## src/rtl/pwd_mem_ctrl.sv

```systemverilog
`default_nettype none
// +----------------------------------------------------------------------------+
// | pwd_mem_ctrl: arbiter/sequencer for the 4x16 lock code memory, with        |
// | per-slot valid bits and consecutive-failure lockout.                       |
// | Revision: 1.0                                                              |
// +----------------------------------------------------------------------------+
module pwd_mem_ctrl #(
  parameter int unsigned MAX_FAIL    = 3,
  parameter int unsigned LOCK_CYCLES = 1000,
  parameter int unsigned LOCK_W      = 16
) (
  input  logic        clk,
  input  logic        reset,
  input  logic        prog_req,
  input  logic [1:0]  prog_slot,
  input  logic [15:0] prog_code,
  input  logic        prog_clr,
  output logic        prog_done,
  input  logic        ver_req,
  input  logic [15:0] ver_code,
  output logic        ver_done,
  output logic        ver_match,
  output logic [1:0]  ver_slot,
  output logic        locked,
  output logic [1:0]  mem_idx,
  output logic        mem_wr,
  output logic        mem_en,
  output logic [15:0] mem_wdata,
  input  logic [15:0] mem_rdata
);

  typedef enum logic [2:0] {
    S_IDLE  = 3'd0,
    S_PROG  = 3'd1,
    S_SCAN  = 3'd2,
    S_ACK_P = 3'd3,
    S_ACK_V = 3'd4
  } state_t;

  state_t            r_state;
  state_t            w_state_nxt;
  logic [1:0]        r_slot;
  logic [15:0]       r_code;
  logic              r_clr;
  logic [1:0]        r_idx;
  logic [3:0]        r_valid;
  logic [3:0]        r_fail;
  logic [LOCK_W-1:0] r_lock;
  logic              r_match;
  logic [1:0]        r_mslot;

  logic              w_locked;
  logic              w_hit;
  logic              w_last;
  logic [3:0]        w_fail_inc;
  logic              w_lock_load;

  assign w_locked    = (r_lock != '0);
  assign w_hit       = r_valid[r_idx] & (mem_rdata == r_code);
  assign w_last      = (r_idx == 2'd3);
  assign w_fail_inc  = r_fail + 4'd1;
  assign w_lock_load = (r_state == S_SCAN) && !w_hit && w_last &&
                       (w_fail_inc == 4'(MAX_FAIL));
  assign locked      = w_locked;

  // Outputs are decoded from the state alone; captured request fields feed them.
  always_comb begin
    w_state_nxt = r_state;
    prog_done   = 1'b0;
    ver_done    = 1'b0;
    ver_match   = 1'b0;
    ver_slot    = 2'd0;
    mem_idx     = 2'd0;
    mem_wr      = 1'b0;
    mem_en      = 1'b0;
    mem_wdata   = 16'd0;
    case (r_state)
      S_IDLE: begin
        if (prog_req)
          w_state_nxt = S_PROG;
        else if (ver_req && !w_locked)
          w_state_nxt = S_SCAN;
      end
      S_PROG: begin
        mem_en      = 1'b1;
        mem_wr      = 1'b1;
        mem_idx     = r_slot;
        mem_wdata   = r_clr ? 16'd0 : r_code;
        w_state_nxt = S_ACK_P;
      end
      S_SCAN: begin
        mem_en  = 1'b1;
        mem_idx = r_idx;
        if (w_hit || w_last)
          w_state_nxt = S_ACK_V;
      end
      S_ACK_P: begin
        prog_done = 1'b1;
        if (!prog_req)
          w_state_nxt = S_IDLE;
      end
      S_ACK_V: begin
        ver_done  = 1'b1;
        ver_match = r_match;
        ver_slot  = r_match ? r_mslot : 2'd0;
        if (!ver_req)
          w_state_nxt = S_IDLE;
      end
      default: w_state_nxt = S_IDLE;
    endcase
  end

  always_ff @(posedge clk) begin
    if (reset) begin
      r_state <= S_IDLE;
      r_slot  <= 2'd0;
      r_code  <= 16'd0;
      r_clr   <= 1'b0;
      r_idx   <= 2'd0;
      r_valid <= 4'd0;
      r_fail  <= 4'd0;
      r_lock  <= '0;
      r_match <= 1'b0;
      r_mslot <= 2'd0;
    end else begin
      r_state <= w_state_nxt;
      if (w_lock_load)
        r_lock <= LOCK_W'(LOCK_CYCLES);
      else if (w_locked)
        r_lock <= r_lock - LOCK_W'(1);
      case (r_state)
        S_IDLE: begin
          // Program and verify never overlap, so one code register serves both.
          if (prog_req) begin
            r_slot <= prog_slot;
            r_code <= prog_code;
            r_clr  <= prog_clr;
          end else if (ver_req && !w_locked) begin
            r_code <= ver_code;
            r_idx  <= 2'd0;
          end
        end
        S_PROG: r_valid[r_slot] <= ~r_clr;
        S_SCAN: begin
          if (w_hit) begin
            r_match <= 1'b1;
            r_mslot <= r_idx;
            r_fail  <= 4'd0;
          end else if (w_last) begin
            r_match <= 1'b0;
            r_mslot <= 2'd0;
            r_fail  <= w_lock_load ? 4'd0 : w_fail_inc;
          end else begin
            r_idx <= r_idx + 2'd1;
          end
        end
        default: ;
      endcase
    end
  end

endmodule
`default_nettype wire
```

## config.mk

```make
export PLATFORM = sky130hd
export DESIGN_NAME = pwd_mem_ctrl
export DESIGN_NICKNAME = d
export VERILOG_FILES = /design/src/rtl/pwd_mem_ctrl.sv
export SDC_FILE = /design/constraint.sdc
export NUM_CORES = 1
export LEC_CHECK = 0
export CAP_MARGIN = 20
export CORE_ASPECT_RATIO = 0.6
export CORE_MARGIN = 4
export CORE_UTILIZATION = 44
export CTS_CLUSTER_SIZE = 25
export DETAILED_ROUTE_END_ITERATION = 10
export PLACE_DENSITY = 0.74
export SETUP_SLACK_MARGIN = 0.2
export SLEW_MARGIN = 20
export SYNTH_ARGS = -nofsm -noshare
export SYNTH_HDL_FRONTEND = slang
export SYNTH_SLANG_ARGS = --single-unit
```

## constraint.sdc

```tcl
create_clock -name clk -period 3.3 [get_ports clk]
set_clock_uncertainty 0.1 [all_clocks]
set_input_delay 0.495 -clock clk [delete_from_list [all_inputs] [get_ports clk]]
set_output_delay 0.495 -clock clk [all_outputs]
set_load 0.03 [all_outputs]
```

Word-level counts from Yosys, hierarchy flattened --
Cells that the tools add are included.
Storage, ports and cells: register bits 51, bits of input ports 55, output and inout port bits 26, logic and storage cells 92
Operators by class: add/sub/neg operators 3, $lt $le $gt $ge 3, eq/ne operators 15, multiplexer cells 37, bitwise logic cells 2, reduce and logical (&&, ||, !) cells 21
Operator list (number):
- 16-bit two-way mux | 4
- 10-bit two-way mux | 2
- 16-bit equality test | 1
- 2-bit two-way mux | 8
- 16-bit nonzero test | 1
- 16-bit by 1-bit subtractor with 16-bit output (second input constant) | 1
- 3-bit two-way mux | 5
- 3-bit case mux with 5 select lines | 1
- 4-bit two-way mux | 3
- 2-bit != test (second input constant) | 6
- 1-bit two-way mux | 9
- 2-bit case mux with 2 select lines | 2
- 2-bit nonzero test | 4
- 3-bit by 2-bit equality test with 1-bit output (second input constant) | 2
- 2-bit by 3-bit < comparator with 1-bit output (second input constant) | 2
- 2-bit AND reduction | 3
- 1-bit logical AND | 5
- 5-bit AND reduction | 1
- 4-bit by 1-bit adder with 4-bit output (second input constant) | 1
- 4-bit bitwise mux | 1
- 4-bit by 2-bit equality test with 1-bit output (second input constant) | 1
- 4-bit AND reduction | 1
- 2-bit OR reduction | 2
- 3-bit by 1-bit equality test with 1-bit output (second input constant) | 1
- 13 further kinds | 14

Longest topological paths before layout --
Gate-level depths: netlist (run 1).
depth after elaboration 10, depth in mapped cells 8

Worst setup path after synthesis (run 1) --
Ideal clock, no wire load.
path kind flip-flop to output port, from register r_state[0], to output mem_idx[1], data arrival time 1.685 ns, data required time 2.705 ns, path slack 1.020 ns, stages on the path, launching flop included 5, path through dfxtp_1 > clkbuf_1 > or3_1 > clkbuf_1 > o21ai_0
Between the ends: cells in the longest elaborated chain, start to end 2
RTL lines:
- from (decl) | line 40 | state_t r_state;
- from (signal assigned) | line 126 | r_state <= w_state_nxt;
- 3-bit by 2-bit equality test with 1-bit output / 3-bit by 1-bit equality test with 1-bit output (equally long branches) | line 77 | case (r_state)
- 2-bit case mux with 2 select lines * | line 77
- to (decl) | line 25 | output logic [1:0] mem_idx,
Mark *: on every way between the ends. The rest lies on a longest branch, timed or not.

Final worst setup path (run 1) --
from register r_lock[2], to output locked
Between the ends: cells in the longest elaborated chain, start to end 1
RTL lines:
- from (decl) | line 48 | logic [LOCK_W-1:0] r_lock;
- from (signal assigned) | line 128 | r_lock <= LOCK_W'(LOCK_CYCLES);
- from (signal assigned) | line 130 | r_lock <= r_lock - LOCK_W'(1);
- 16-bit nonzero test | line 58 | assign w_locked = (r_lock != '0);
- to (decl) | line 24 | output logic locked,
No other way between the ends.

==> summary.md, run 1 <==
| Metric | Value |
|---|---|
| Overall track demand over capacity in global routing | `a little over a fifth` |
| Height of the chip | `71.54 um` |
| Routability congestion estimate from global placement | `approximately 0.86` |
| IR drop worst, VDD | `about 0.00038 V` |
| Starting utilization of the core area | `between 40% and 50%` |
| Part of the power in registers | `34.5%` |
| Number of nets in the synthesized netlist | `between 400 and 500` |
| Post-route fraction of the period consumed by the critical path | `around nine tenths` |
| Largest net degree at the start of global routing | `31` |
| Combinational family with the most area after synthesis | `simple AND/OR/NAND/NOR gates` |
| Primary FF master, synth | `dfxtp_1` |
| Number of buffers added on ports | `80` |
| Area after DPL | `3812 um^2` |
| Mux share of post-synthesis cell area | `under 10%` |
| Post-synthesis xor/xnor area fraction | `about 8.6%` |
| Dominant cell by count in the synthesized netlist | `dfxtp_1` |
| DRT met1 WL | `~4.6 mm` |
| Remaining global-route overflow | `0` |
| Final setup vio count | `0` |
| Worst-case setup slack after placement | `0.5917 ns` |
| Count of flip-flops with a built-in enable after synthesis | `0` |
| Root buffer cell | `clkbuf_8` |
| Number of nets still failing antenna checks after routing | `0` |
| TritonRoute pass-1 iters | `5` |
| Worst hold slack after final layout | `about 0.37 ns` |
| Post-synthesis share of cell area spent on and, or, nand and nor gates | `between 20% and 30%` |
| Number of buffers created by CTS | `5` |
| Static leakage power | `about 1.4 nW` |
| Number of endpoints with negative hold slack in the final report | `0` |
| Number of buffers inserted for hold repair after clock tree synthesis | `0` |
| Endpoint kind of the worst setup timing path | `output port` |
| Measured slew at the worst slew-check pin | `0.7091 ns` |
| Power per cell area | `~720 nW/um^2` |
| Compound-cell area share of the yosys netlist | `roughly 18%` |
| Sw power | `1.224 mW` |
| Max-slew headroom | `a little over half` |
| Cell area after synthesis | `slightly below 3000 um^2` |
| Max-cap viol count | `0` |
| I/O pin count | `roughly 80` |
| Final worst path period need | `2.962 ns` |
| Detailed Route WL | `around 8.9 mm` |
| Area of the multi-input gates | `between 1500 and 2000 um^2` |
| Setup tns final | `0 ns` |
| Drc violations | `0` |
| Achievable clock frequency | `~340 MHz` |
| H-tree levels | `2` |
| Smallest setup slack after layout | `around 0.34 ns` |
| Register area | `1021 um^2` |
| Wire length on met3 | `~510 um` |
| Final design instance area without fill | `between 3000 and 4000 um^2` |
| Cell count after synthesis | `358` |
| Max-slew violation count | `0` |
| Placeable core region | `6304 um^2` |
| Die span in x | `around 110 um` |
| Required arrival time at the worst endpoint | `between 2 and 3 ns` |
| Final nets | `492` |
| Sw Share | `a little over two fifths` |
| Latest clock arrival within the worst-skew pair | `roughly 0.31 ns` |
| Share of synthesized registers carrying an async set or reset | `0%` |
| Core Rows | `22` |
| Via count of the first global-routing pass | `around 2.6k` |
| Clock share of power | `about 14%` |
| Post-synthesis to final-layout area growth | `33.05%` |
| Leading cell types by count after synthesis | `dfxtp_1 (51), nor2_1 (46), xnor2_1 (23), and3_1 (20)` |
| Result of the run | `finished, final reports clean` |
| Avg Cell Area, Syn | `slightly above 8 um^2` |
| Critical path data arrival time | `2.37 ns` |
| Number of buffers on the longest clock path | `2` |
| Met2 Wirelength | `3.611 mm` |
| Number of sinks on the clock net | `approximately 50` |
| Internal power | `about 1.6 mW` |
| Per-cell routed wire length | `roughly 17 um` |
| Critical setup path kind | `reg2out` |
| CTS clk-pin slew, worst paths | `about 0.090 ns` |
| DR vias/cell | `around 5.6` |
| Number of distinct standard cells referenced by the synthesized netlist | `51` |
| Worst-path fanout max | `8` |
| Sequential area share after synthesis | `34.49%` |
| Unrepaired setup endpoints after global routing | `no` |
| Yosys reg bits | `51` |
| Startpoint kind of the worst setup timing path | `flop` |
| Dominant cells by area after synthesis | `dfxtp_1 (34%), xnor2_1 (6.8%), nor2_1 (5.8%)` |
| Area share of the largest cell type after synthesis | `between 30% and 40%` |
| Vias after detailed routing | `2888` |
| First-pass GRT wire length | `around 14 mm` |
| Antenna violations before repair | `0` |
| Fillers | `about 570` |
| Total Power | `~2.9 mW` |
| Total die area | `just over 8000 um^2` |
| Number of warnings issued by yosys | `0` |
| Highest routed metal layer | `met4` |
| Antenna diode instance count | `0` |
| Starting DRT DRC Count | `around 320` |
| Fraction of final layout cells with drive strength greater than 1 | `under 10%` |
| Cell taking the most area after synthesis | `dfxtp_1` |
| Hold/Removal Path Class | `reg2reg` |
| Synth Area in Adders | `under 10%` |
| Clock tree from TritonCTS | `built` |
| Power share of the combinational group | `approximately half` |
| Hpwl dp | `6.570 mm` |
layout by cell type, fill, tap and decap left out, types with 9 or more instances in the layout:
| cell type | n |
|---|---|
| dfxtp_1 | 51 |
| a211oi_1 | 15 |
| a21oi_1 | 18 |
| o2bb2ai_1 | 16 |
| nand2_1 | 19 |
| nand4_1 | 9 |
| and3_1 | 20 |
| nand3_1 | 10 |
| nor3_1 | 13 |
| nor2_1 | 46 |
| xnor2_1 | 23 |
| o21ai_0 | 9 |
| inv_1 | 9 |
| clkdlybuf4s50_1 | 79 |
worst max-delay path, cell delays in order, from the launching register on:
cell and delay [ns]:
dfxtp_1 0.37, nor2_1 0.24, nand4b_2 0.26, nor3_4 0.39, clkinv_1 0.16, clkdlybuf4s50_1 0.63
cell type report:
class	instances	area share [%]
flip-flops and latches	51	25.92
repair buffers	88	21.73
inverters	12	1.239
well taps	84	2.668
repair inverters	1	0.1906
multi-input cells	273	45.71
clock buffers	8	2.541
power groups by stage:
stage / Combinational (mW) / Clock (mW) / Sequential, mW
after floorplan: 1.06 / 0 / 0.930
after global placement: 1.38 / 0 / 0.986
after detailed placement: 1.41 / 0 / 0.992
after CTS: 1.42 / 0.409 / 0.979
after global routing: 1.60 / 0.438 / 1.01
final: 1.47 / 0.397 / 0.985
what timing repair did:
action,in CTS,in global routing
setup endpoints to repair,0,17
buffers inserted,0,2
resized for setup,0,2
layer usage:
metal | global-route usage (%) | vias up
met5 | 0 | -
met4 | 6.324 | 0
met3 | 4.641 | 14
met2 | 27.92 | 88
met1 | 32.74 | 1354
li1 | - | 1432
flip-flops by register name, summed over array words and instances (netlist names):
register,count
r_idx,2
r_valid,4
r_clr,1
r_lock,16
r_match,1
r_mslot,2
r_code,16
r_fail,4
r_slot,2
r_state,3
metrics by stage:
| stage | util (%) | instances |
|---|---|---|
| 2_1_floorplan | - | 358 |
| 3_3_place_gp | 60.48 | 506 |
| 3_5_place_dp | 60.48 | 506 |
| 4_1_cts | 62.07 | 514 |
| 5_1_grt | 62.49 | 517 |
| 6_report | 62.49 | 517 |
cell families (layout without fill, tap and decap cells):
group                    after synthesis  after routing
AO/OA/AOI/OAI                         75             75
AND/OR/NAND/NOR                      159            159
multiplexers                           5              5
buffers and inverters                 34            109
XOR/XNOR                              29             29
adder cells (fa/ha/maj)                5              5
flip-flops                            51             51
worst paths after layout:
check                           startpoint        to  slack, ns  depth (start not counted)
worst min-delay path               r_match   r_match       0.37                          2
worst min register to register     r_match   r_match       0.37                          2
worst max register to register    r_idx[0]  r_idx[0]       1.05                          4
worst max-delay path             r_lock[2]    locked       0.34                          5
No activity file was read; power rests on OpenSTA's default activity.
==> run 2, diff against run 1 <==
CORE_ASPECT_RATIO = unset   (was 0.6)
==> summary.md, run 2 (synthesized netlist as in run 1, its figures left out) <==
| Metric | Value |
|---|---|
| Result of the run | `finished, final reports clean` |
| Clock tree from TritonCTS | `built` |
| Detailed Route WL | `8.031 mm (-9.4%)` |
| Core Rows | `29 (+32%)` |
| Cell depth of the worst flop-to-flop path | `4 (unchanged)` |
| Routability congestion estimate from global placement | `0.8291 (-3.9%)` |
| Total placed cells including tap cells | `500 (-1.2%)` |
| Remaining global-route overflow | `0 (unchanged)` |
| Endpoint kind of the worst setup timing path | `output port` |
| Largest net degree at the start of global routing | `30 (-3.2%)` |
| Registers with the highest flip-flop counts | `r_code x16, r_lock x16` |
| Number of buffers inserted for hold repair after clock tree synthesis | `0 (unchanged)` |
| Final setup vio count | `0 (unchanged)` |
| Starting DRT DRC Count | `176 (-46%)` |
| Worst-path fanout max | `11 (+3)` |
| Per-cell routed wire length | `15.75 um (-8.1%)` |
| Worst hold slack after final layout | `0.3812 ns (+0.008026 ns)` |
| Antenna diode instance count | `0 (unchanged)` |
| Final design instance area without fill | `3944 um^2 (+0.13%)` |
| TritonRoute pass-1 iters | `4 (-1)` |
| Overall track demand over capacity in global routing | `19.38% (-1.5 points)` |
| Final nets | `493 (+0.20%)` |
| Latest clock arrival within the worst-skew pair | `0.30 ns (about the same)` |
| Number of cells traversed by the worst hold path | `2 (unchanged)` |
| Die span in x | `90.03 um (-21%)` |
| Hold/Removal Path Class | `reg2reg` |
| Number of sinks on the clock net | `51 (unchanged)` |
| Number of buffers on the longest clock path | `2 (unchanged)` |
| Final worst path period need | `2.885 ns (-0.07668 ns)` |
| Commonest cells after routing, fill and taps aside | `clkdlybuf4s50_1 (79), dfxtp_1 (51), nor2_1 (46), xnor2_1 (23), and3_1 (20)` |
| Count of non-filler cells in the finished layout | `510 (-1.4%)` |
| Drc violations | `0 (unchanged)` |
| Number of buffers created by CTS | `5 (unchanged)` |
| Critical setup path kind | `reg2out` |
| Post-synthesis to final-layout area growth | `33.22%` |
| CP cell instances | `inv_1, or3_1, o21ai_0, clkdlybuf4s50_1` |
| Placeable core region | `6459 um^2 (+2.5%)` |
| Root buffer cell | `clkbuf_8` |
| Achievable clock frequency | `346.6 MHz (+2.7%)` |
| Max-slew headroom | `52.18% (-0.29 points)` |
| Fillers | `589 (+3.5%)` |
| Required arrival time at the worst endpoint | `2.70 ns (about the same)` |
| First-pass GRT wire length | `13.32 mm (-1.8%)` |
| GRT met2 Usage | `33.11% (+5.2 points)` |
| Most common cell after layout, fill and taps aside | `clkdlybuf4s50_1` |
| H-tree levels | `2 (unchanged)` |
| Measured slew at the worst slew-check pin | `0.7135 ns (+0.004391 ns)` |
| Startpoint kind of the worst setup timing path | `flop` |
| IR drop worst, VDD | `0.0003944 V (+4.2%)` |
| Vias after detailed routing | `2843 (-1.6%)` |
| Fraction of final layout cells with drive strength greater than 1 | `8.776% (+0.23 points)` |
| Critical path data arrival time | `2.29 ns (-0.08 ns)` |
| DR vias/cell | `5.575 (-0.21%)` |
| Number of buffers added on ports | `80 (unchanged)` |
| Met3 capacity usage during global routing | `4.925% (+0.28 points)` |
| CTS clk-pin slew, worst paths | `0.09 ns (about the same)` |
| Peak-usage layer in the global routing report | `met2` |
| Hpwl dp | `5.928 mm (-9.8%)` |
| CP max stage cell | `clkdlybuf4s50_1` |
| Height of the chip | `90.03 um (+26%)` |
| Area after DPL | `3811 um^2 (about the same)` |
| Max-cap viol count | `0 (unchanged)` |
| Stage delay of the slowest cell on the critical path | `0.69 ns (+0.06 ns)` |
| Unrepaired setup endpoints after global routing | `no` |
| Static leakage power | `1.407 nW (+0.29%)` |
| Total die area | `8105 um^2 (-0.53%)` |
| Power per cell area | `725.2 nW/um^2 (+0.12%)` |
| Number of endpoints with negative hold slack in the final report | `0 (unchanged)` |
| Max-slew violation count | `0 (unchanged)` |
| Setup tns final | `0 ns (unchanged)` |
| Grt met1 use | `24.67% (-8.1 points)` |
| Antenna violations before repair | `0 (unchanged)` |
| Via count of the first global-routing pass | `2908 (+13%)` |
| Post-route fraction of the period consumed by the critical path | `87.44% (-2.3 points)` |
| I/O pin count | `81 (unchanged)` |
| Number of nets still failing antenna checks after routing | `0 (unchanged)` |
| Starting utilization of the core area | `45.83% (-1.1 points)` |
-- run 2: power breakdown --
part           leakage (nW)  internal (mW)  total, mW  switching, mW
sequential            0.418          0.793      0.984          0.191
combinational         0.939          0.653       1.45          0.800
clock                0.0502          0.222      0.423          0.201
-- run 2: cell type report --
type	instances	area, um^2	area share [%]
clock inverters	2	37.54	0.9518
inverters	12	48.80	1.237
clock buffers	5	68.82	1.745
well taps	77	96.34	2.443
flip-flops and latches	51	1021	25.89
multi-input cells	273	1800	45.65
repair buffers	89	863.3	21.89
repair inverters	1	7.507	0.1904
-- run 2: what timing repair did --
action	in CTS	in global routing
setup endpoints to repair	0	17
resized for setup	0	2
setup buffers	0	2
-- run 2: metrics by stage --
stage / power (mW) / utilization [%] / setup slack, ns
after detailed placement: 2.403 / 59.01 / 0.6053
after global placement: 2.365 / 59.01 / 0.7052
after global routing: 3.074 / 61.06 / 0.2391
after floorplan: 1.987 / - / 1.020
final: 2.860 / 61.06 / 0.4146
after CTS: 2.840 / 60.65 / 0.2600
-- run 2: critical path, delay by kind of cell, from the launching register on --
family	cells	cell delay (ns)
buffers and inverters	2	0.84
and+or+nand+nor	1	0.49
DFF	1	0.44
AOI/OAI and AO/OA	1	0.22
-- run 2: final timing paths --
path	start	endpoint	slack (ns)
max	r_state[1]	mem_idx[1]	0.41
min reg2reg	r_clr	r_clr	0.38
min	r_clr	r_clr	0.38
max reg2reg	r_idx[0]	r_idx[0]	1.08
-- run 2: metal layers --
layer	vias to the layer above	part of all wire, %
met4	0	0.55
met5	-	0
met1	1334	45
li1	1437	-
met2	68	48
met3	4	5.8
==> run 3, diff against run 2 <==
CAP_MARGIN = 10   (was 20)
CTS_BUF_LIST = sky130_fd_sc_hd__clkbuf_4 sky130_fd_sc_hd__clkbuf_8   (was unset)
CTS_CLUSTER_DIAMETER = 50   (was unset)
==> results of run 3 <==
The final DEF is identical to that of run 2; final timing and power are the same.
